`src/rtl/mult_pkg.sv`:
```
// Shared types and constants for the shift-and-add multiplier.
// Holds the FSM state encoding, the default operand width and a counter-width helper.
package mult_pkg;

  typedef enum logic [1:0] {
    IDLE = 2'd0,
    RUN  = 2'd1,
    DONE = 2'd2
  } state_t;

  localparam int DEFAULT_WIDTH = 4;

  // Smallest bit count able to hold the values 0..value-1.
  function automatic int clog2(input int value);
    int result;
    result = 0;
    for (int i = 0; i < 32; i++) begin
      if ((1 << i) < value) result = i + 1;
    end
    return result;
  endfunction

endpackage

```
`src/rtl/shift_add_multiplier_ripple_adder.sv`:
```
// Ripple-carry adder built from full_adder cells.
// This carry chain is shared with the subtractor, so its structure stays plain.
module full_adder (
  input  logic a,
  input  logic b,
  input  logic cin,
  output logic sum,
  output logic cout
);

  assign sum  = a ^ b ^ cin;
  assign cout = (a & b) | (cin & (a ^ b));

endmodule

module ripple_adder #(
  parameter int WIDTH = 4
) (
  input  logic [WIDTH-1:0] x,
  input  logic [WIDTH-1:0] y,
  input  logic             cin,
  output logic [WIDTH-1:0] sum,
  output logic             cout
);

  logic [WIDTH:0] w_carry;

  assign w_carry[0] = cin;
  assign cout       = w_carry[WIDTH];

  for (genvar i = 0; i < WIDTH; i++) begin : g_bit
    full_adder u_fa (
      .a    (x[i]),
      .b    (y[i]),
      .cin  (w_carry[i]),
      .sum  (sum[i]),
      .cout (w_carry[i+1])
    );
  end

endmodule

```
`src/rtl/shift_add_multiplier.sv`:
```
// Sequential unsigned multiplier: one conditional add and one right shift per cycle.
// Operands and product move over valid/ready handshakes.
module shift_add_multiplier
  import mult_pkg::*;
#(
  parameter int WIDTH = DEFAULT_WIDTH
) (
  input  logic                 clk,
  input  logic                 rst_n,
  input  logic                 in_valid,
  output logic                 in_ready,
  input  logic [WIDTH-1:0]     a,
  input  logic [WIDTH-1:0]     b,
  output logic                 out_valid,
  input  logic                 out_ready,
  output logic [2*WIDTH-1:0]   product
);

  localparam int CW = clog2(WIDTH);

  state_t             r_state;
  state_t             w_nextState;
  logic [2*WIDTH-1:0] r_acc;
  logic [WIDTH-1:0]   r_mcand;
  logic [CW-1:0]      r_count;
  logic               r_outValid;
  logic [2*WIDTH-1:0] r_product;

  logic [WIDTH-1:0]   w_sum;
  logic               w_cout;
  logic [WIDTH:0]     w_hiNext;
  logic [2*WIDTH-1:0] w_accNext;
  logic               w_lastStep;

  ripple_adder #(.WIDTH(WIDTH)) u_adder (
    .x    (r_acc[2*WIDTH-1:WIDTH]),
    .y    (r_mcand),
    .cin  (1'b0),
    .sum  (w_sum),
    .cout (w_cout)
  );

  // The carry is shifted into the top bit so (2^W-1)^2 loses nothing.
  assign w_hiNext   = r_acc[0] ? {w_cout, w_sum} : {1'b0, r_acc[2*WIDTH-1:WIDTH]};
  assign w_accNext  = {w_hiNext, r_acc[WIDTH-1:1]};
  assign w_lastStep = (r_count == CW'(WIDTH - 1));

  assign in_ready  = (r_state == IDLE);
  assign out_valid = r_outValid;
  assign product   = r_product;

  always_ff @(posedge clk or negedge rst_n) begin
    if (!rst_n) r_state <= IDLE;
    else        r_state <= w_nextState;
  end

  always_comb begin
    w_nextState = r_state;
    case (r_state)
      IDLE:    if (in_valid)   w_nextState = RUN;
      RUN:     if (w_lastStep) w_nextState = DONE;
      DONE:    if (out_ready)  w_nextState = IDLE;
      default: w_nextState = IDLE;
    endcase
  end

  always_ff @(posedge clk or negedge rst_n) begin
    if (!rst_n) begin
      r_acc      <= '0;
      r_mcand    <= '0;
      r_count    <= '0;
      r_outValid <= 1'b0;
      r_product  <= '0;
    end else begin
      case (r_state)
        IDLE: begin
          if (in_valid) begin
            r_mcand <= a;
            r_acc   <= {{WIDTH{1'b0}}, b};
            r_count <= '0;
          end
        end
        RUN: begin
          r_acc   <= w_accNext;
          r_count <= r_count + 1'b1;
          if (w_lastStep) begin
            r_product  <= w_accNext;
            r_outValid <= 1'b1;
          end
        end
        DONE: begin
          if (out_ready) r_outValid <= 1'b0;
        end
        default: ;
      endcase
    end
  end

endmodule

```
`config.mk`:
```
export PLATFORM = sky130hd
export DESIGN_NAME = shift_add_multiplier
export DESIGN_NICKNAME = d
export VERILOG_FILES = /design/src/rtl/mult_pkg.sv /design/src/rtl/shift_add_multiplier_ripple_adder.sv /design/src/rtl/shift_add_multiplier.sv
export SDC_FILE = /design/constraint.sdc
export NUM_CORES = 1
export LEC_CHECK = 0
export BUFFER_PORTS_ARGS = -buffer_cell sky130_fd_sc_hd__buf_4
export CAP_MARGIN = 20
export CORE_UTILIZATION = 30
export DETAILED_ROUTE_END_ITERATION = 12
export RECOVER_POWER = 100
export SLEW_MARGIN = 20
export SYNTH_ARGS = -nofsm -noshare
export SYNTH_HDL_FRONTEND = slang
export SYNTH_SLANG_ARGS = --single-unit
```
`constraint.sdc`:
```
create_clock -name clk -period 2.54 [get_ports clk]
set_clock_uncertainty 0.1 [all_clocks]
set_input_delay 0.127 -clock clk [delete_from_list [all_inputs] [get_ports clk]]
set_output_delay 0.127 -clock clk [all_outputs]
set_load 0.02 [all_outputs]
```
# After elaboration in Yosys (flattened, before gate mapping)
# Cells that the tools add are included.
# totals
register_bits,55
input_bits,12
out_inout_bits,10
elab_cells,50
# op_classes
n_addsub,1
n_eq_ne,6
mux,12
bitwise,17
reduce_logical,8
# op_table
operator,count
$pmux W32 S2,1
$add A32 B1 Y32 const B,1
$eq A32 B2 Y1 const B,1
$mux W32,1
$pmux W8 S2,1
$mux W8,1
$and A1 B1 Y1,7
$xor A1 B1 Y1,7
$mux W2,3
$ne A2 B2 Y1 const B,3
$pmux W2 S3,1
$reduce_and A2 Y1,3
$reduce_and A3 Y1,2
$mux W5,1
$reduce_bool A2 Y1,2
$or A1 B1 Y1,3
$eq A2 B1 Y1 const B,1
$eq A2 B2 Y1 const B,1
$logic_not A2 Y1,1
$mux W1,2
$pmux W1 S2,1

# Longest topological paths before layout
# logic_depth
depth_word,9
depth_mapped,8
depth_no_buf,8

# Modules after synthesis
# Synthesis repeated with hierarchy kept, for this count alone.
# hier_totals
hier_cells,276
hier_area_um2,2795.2
# modules_own_cells
mod,instances,cells_each,area_each_um2,seq_area_each_um2
shift_add_multiplier,1,272,2715.1,1376.3
full_adder,4,1,20.0,0.0

# Worst setup path before layout
# No wires, ideal clock.
# synth_path
path_type,flip-flop to flip-flop
from,reg r_acc[4]
to,reg r_product[6] (netlist: product[6])
setup_time_ps,136
arrival_time_ps,1936
required_ps,2304
path_slack_ps,368
path_stages_with_launch,9
n_path_buf,0
synth_period_minus_slack_ps,2172
path_cell_list,dfrtp_1 ha_1 inv_1 fa_1 fa_1 inv_1 fa_1 mux2i_1 mux2i_1
# synth_via
elab_chain_cells,7
# synth_rtl
item,line_no,source
"start, declared",shift_add_multiplier.sv:23,logic [2*WIDTH-1:0] r_acc;
"start signal, assigned",shift_add_multiplier.sv:79,"r_acc <= {{WIDTH{1'b0}}, b};"
"start signal, assigned",shift_add_multiplier.sv:84,r_acc <= w_accNext;
$and A1 B1 Y1 (2 in series),shift_add_multiplier_ripple_adder.sv:12,assign cout = (a & b) | (cin & (a ^ b));
$or A1 B1 Y1,shift_add_multiplier_ripple_adder.sv:12,
$and A1 B1 Y1,shift_add_multiplier_ripple_adder.sv:12,
$or A1 B1 Y1,shift_add_multiplier_ripple_adder.sv:12,
$xor A1 B1 Y1,shift_add_multiplier_ripple_adder.sv:11,assign sum = a ^ b ^ cin;
$mux W5,shift_add_multiplier.sv:44,"assign w_hiNext = r_acc[0] ? {w_cout, w_sum} : {1'b0, r_acc[2*WIDTH-1:WIDTH]};"
"end signal, assigned",shift_add_multiplier.sv:87,r_product <= w_accNext;
"end, declared",shift_add_multiplier.sv:27,logic [2*WIDTH-1:0] r_product;
# No other way between the ends.
# A chain may end at the register's enable or synchronous reset.

# Worst setup path in the final report
# Ends and elaborated chain as after synthesis.

==> results.toml <==
[worst_hold_path]
holdPathEnd = "out_valid"
hp-class = "input pin to flop"
holdPathStages = 3
min_from = "out_ready"

[sta]
hold_violations = 0
min_period_over_period = 0.9024
finalMaxSlewViolations = 0
relSlewSlack = 0.08774
rsz0062_at_grt = "no"
fin_hold_ws_ps = 97.90
setup_viol = 0
setup_tns_ps = 0
layout_min_cycle_time_ps = 2292
fin_ws_ps = 247.9
tightest_slew_ps = 1368
fmax_ghz = 0.4363

[layout]
nets = 322
multi_input_area_mm2 = 0.001326
layout-drive-gt1-share = 0.1144
final-seq-area_mm2 = 0.001376
fillers = 909
areaGrowthSynthToFinish_pct = 15.89
diodes = 0
final-instance-count-excl-fill = 414

[cts]
cts_buffer_depth = 2
clk_pin_slew_ps = 100
insertion_delay_ps = 310
cts_tree = "done"
cts_buffers = 5
cts_root_buf = "clkbuf_8"
h-tree-depth = 2
cts_sinks = 55

[drt]
wire_per_inst_um = 14.30
dr.pass1.iters = 4
drc_errors = 0
antenna_left = 0
vias = 2140
routed_via_density = 5.169
drt_iter0_markers = 135
wl_um = 5922

[synthesis]
syn_area_mm2 = 0.002788
ys_async_sr_fraction = 1.000
yosysTopAreaCell = "dfrtp_1"
synthCells = 275
ys_seq_area_frac = 0.4937
synthTopCellsByArea = "dfrtp_1, mux2i_1, nand2_1"
synth_most_common_cell = "dfrtp_1"
synth_fp_nets = 292
ys_ff_latch = 55
synth_edf_count = 0
ys_top_cells_by_count = "dfrtp_1, nand2_1, mux2i_1, nor2_1, nand3_1"
netlist.area_leader.share = 0.4937
ys_types = 39
yosys_warnings = 0
synth-main-ff-cell = "dfrtp_1"
syn_area_per_cell_um2 = 10.14

[power]
p_switching_mw = 0.5933
p_int_mw = 1.539
cellPowerDensity_mw_per_mm2 = 659.9
power_frac_seq = 0.521
ir_drop_mv = 0.2119
p_leak_nw = 1.538
power_frac_comb = 0.157
p_sw_frac = 0.2783
p_clk_frac = 0.322

[setup_path]
path_class = "flop to flop"
slowest_stage = "fa_1"
r2r_start = "r_acc[4]"
crit_arrival_ps = 2390
max_stage_delay_ps = 400
r2r_cells = 8
crit_buf_inv = 2
end_kind = "flop"
cp_data_required_time_ps = 2630
cp_common_cell = "fa_1"
cp_max_fo = 3
rr_endpoint = "product[6]"
startpoint_type = "flop"
crit_chain = "ha_1 -> inv_1 -> fa_1 -> fa_1 -> inv_1 -> fa_1 -> mux2i_1 -> mux2i_1"
reg2reg_slack_ps = 250
cp_top_family = "adder cells"

[placement]
dp_cells = 397
preCtsSetupSlack_ps = 261.5
gp_congestion = 0.8379
port_buffers = 21
dpl.hpwl_um = 4008

[grt]
grt_max_degree = 56
grt_pass1_wl_um = 10500
grt-busiest-layer = "met2"
grt_overflow = 0
grt_pass1_vias = 2168
met2_usage = 0.2199
grt.total_usage = 0.1355
grtUsageMet1 = 0.1852
antenna_found_initial = 0
use_met3 = 0.01933

[outcome]
status = "finished clean"

[floorplanning]
die_area_mm2 = 0.009682
core_mm2 = 0.008848
ioPinCount = 22
row_count = 34
floorplan.initialDensity = 0.3150
die_w_um = 98.40
die_h_um = 98.40

[run]
cap_violations = 0
[flip-flops by register name, summed over array words and instances, names as in the netlist]
signal	flops
product	8
r_acc	8
r_count	32
r_mcand	4
out_valid	1
r_state	2
[layout by cell type (no fill, tap or decap), types with 8 or more instances in the layout]
cell,instances
dfrtp_1,55
nand3_1,15
dlygate4sd3_1,9
buf_4,12
mux2_2,8
nand2_1,52
nor2_1,16
clkbuf_1,12
nand4_1,14
o21ai_0,8
mux2i_1,27
[final cells by class]
class | count | share of cell area
well taps | 108 | 0.04183
clock inverters | 3 | 0.02091
flip-flops and latches | 55 | 0.4260
multi-input cells | 202 | 0.4105
repair buffers | 34 | 0.07126
inverters | 7 | 0.008133
clock buffers | 5 | 0.02130
[power groups by stage]
stage / combinational, mW / clock (mW) / sequential (mW)
after floorplan: 0.266 / 0 / 1.08
after global placement: 0.320 / 0 / 1.13
after detailed placement: 0.333 / 0 / 1.13
after CTS: 0.345 / 0.705 / 1.11
after global routing: 0.397 / 0.738 / 1.13
final: 0.335 / 0.686 / 1.11
[cells by family after synthesis]
family	synth area share
AOI/OAI and AO/OA	0.05656
xor gates and xnor gates	0.003142
adders and majority gates	0.03052
buffers and inverters	0.02514
DFF	0.4937
muxes	0.1293
and+or+nand+nor	0.2617
[routing by layer]
layer / wire, µm / part of all wire
met4: 71 / 0.012
met5: 0 / 0
met1: 2906 / 0.49
met3: 109 / 0.018
met2: 2835 / 0.48
[worst max-delay path by stage]
stage / cells past startpoint / to / from / slack [ps]
after global placement: 8 / r_acc[6] / r_acc[4] / 310
after floorplan: 8 / product[6] / r_acc[4] / 370
after detailed placement: 8 / product[6] / r_acc[4] / 260
final: 8 / product[6] / r_acc[4] / 250
after CTS: 8 / product[6] / r_acc[4] / 240
after global routing: 5 / product[4] / r_count[0] / 100
[worst reg2reg max path: stages, from the launching register on]
cell and delay, ps:
dfrtp_1 380, ha_1 150, inv_1 50, fa_1 370
fa_1 360, inv_1 80, fa_1 400, mux2i_1 190
mux2i_1 100
[per-stage QoR]
stage	total power [mW]	instance area, µm²	util
2_1_floorplan	1.345	2788	-
3_3_place_gp	1.445	3067	0.3466
3_5_place_dp	1.460	3067	0.3466
4_1_cts	2.159	3293	0.3722
5_1_grt	2.269	3231	0.3651
6_report	2.132	3231	0.3651
[what timing repair did]
action | in CTS | in global routing
hold buffers | 9 | 0
gates resized for setup | 0 | 0
buffers inserted | 0 | 0
setup endpoints to repair | 0 | 0
hold endpoints to repair | 63 | 0
Power figures use the tool's default switching activity.
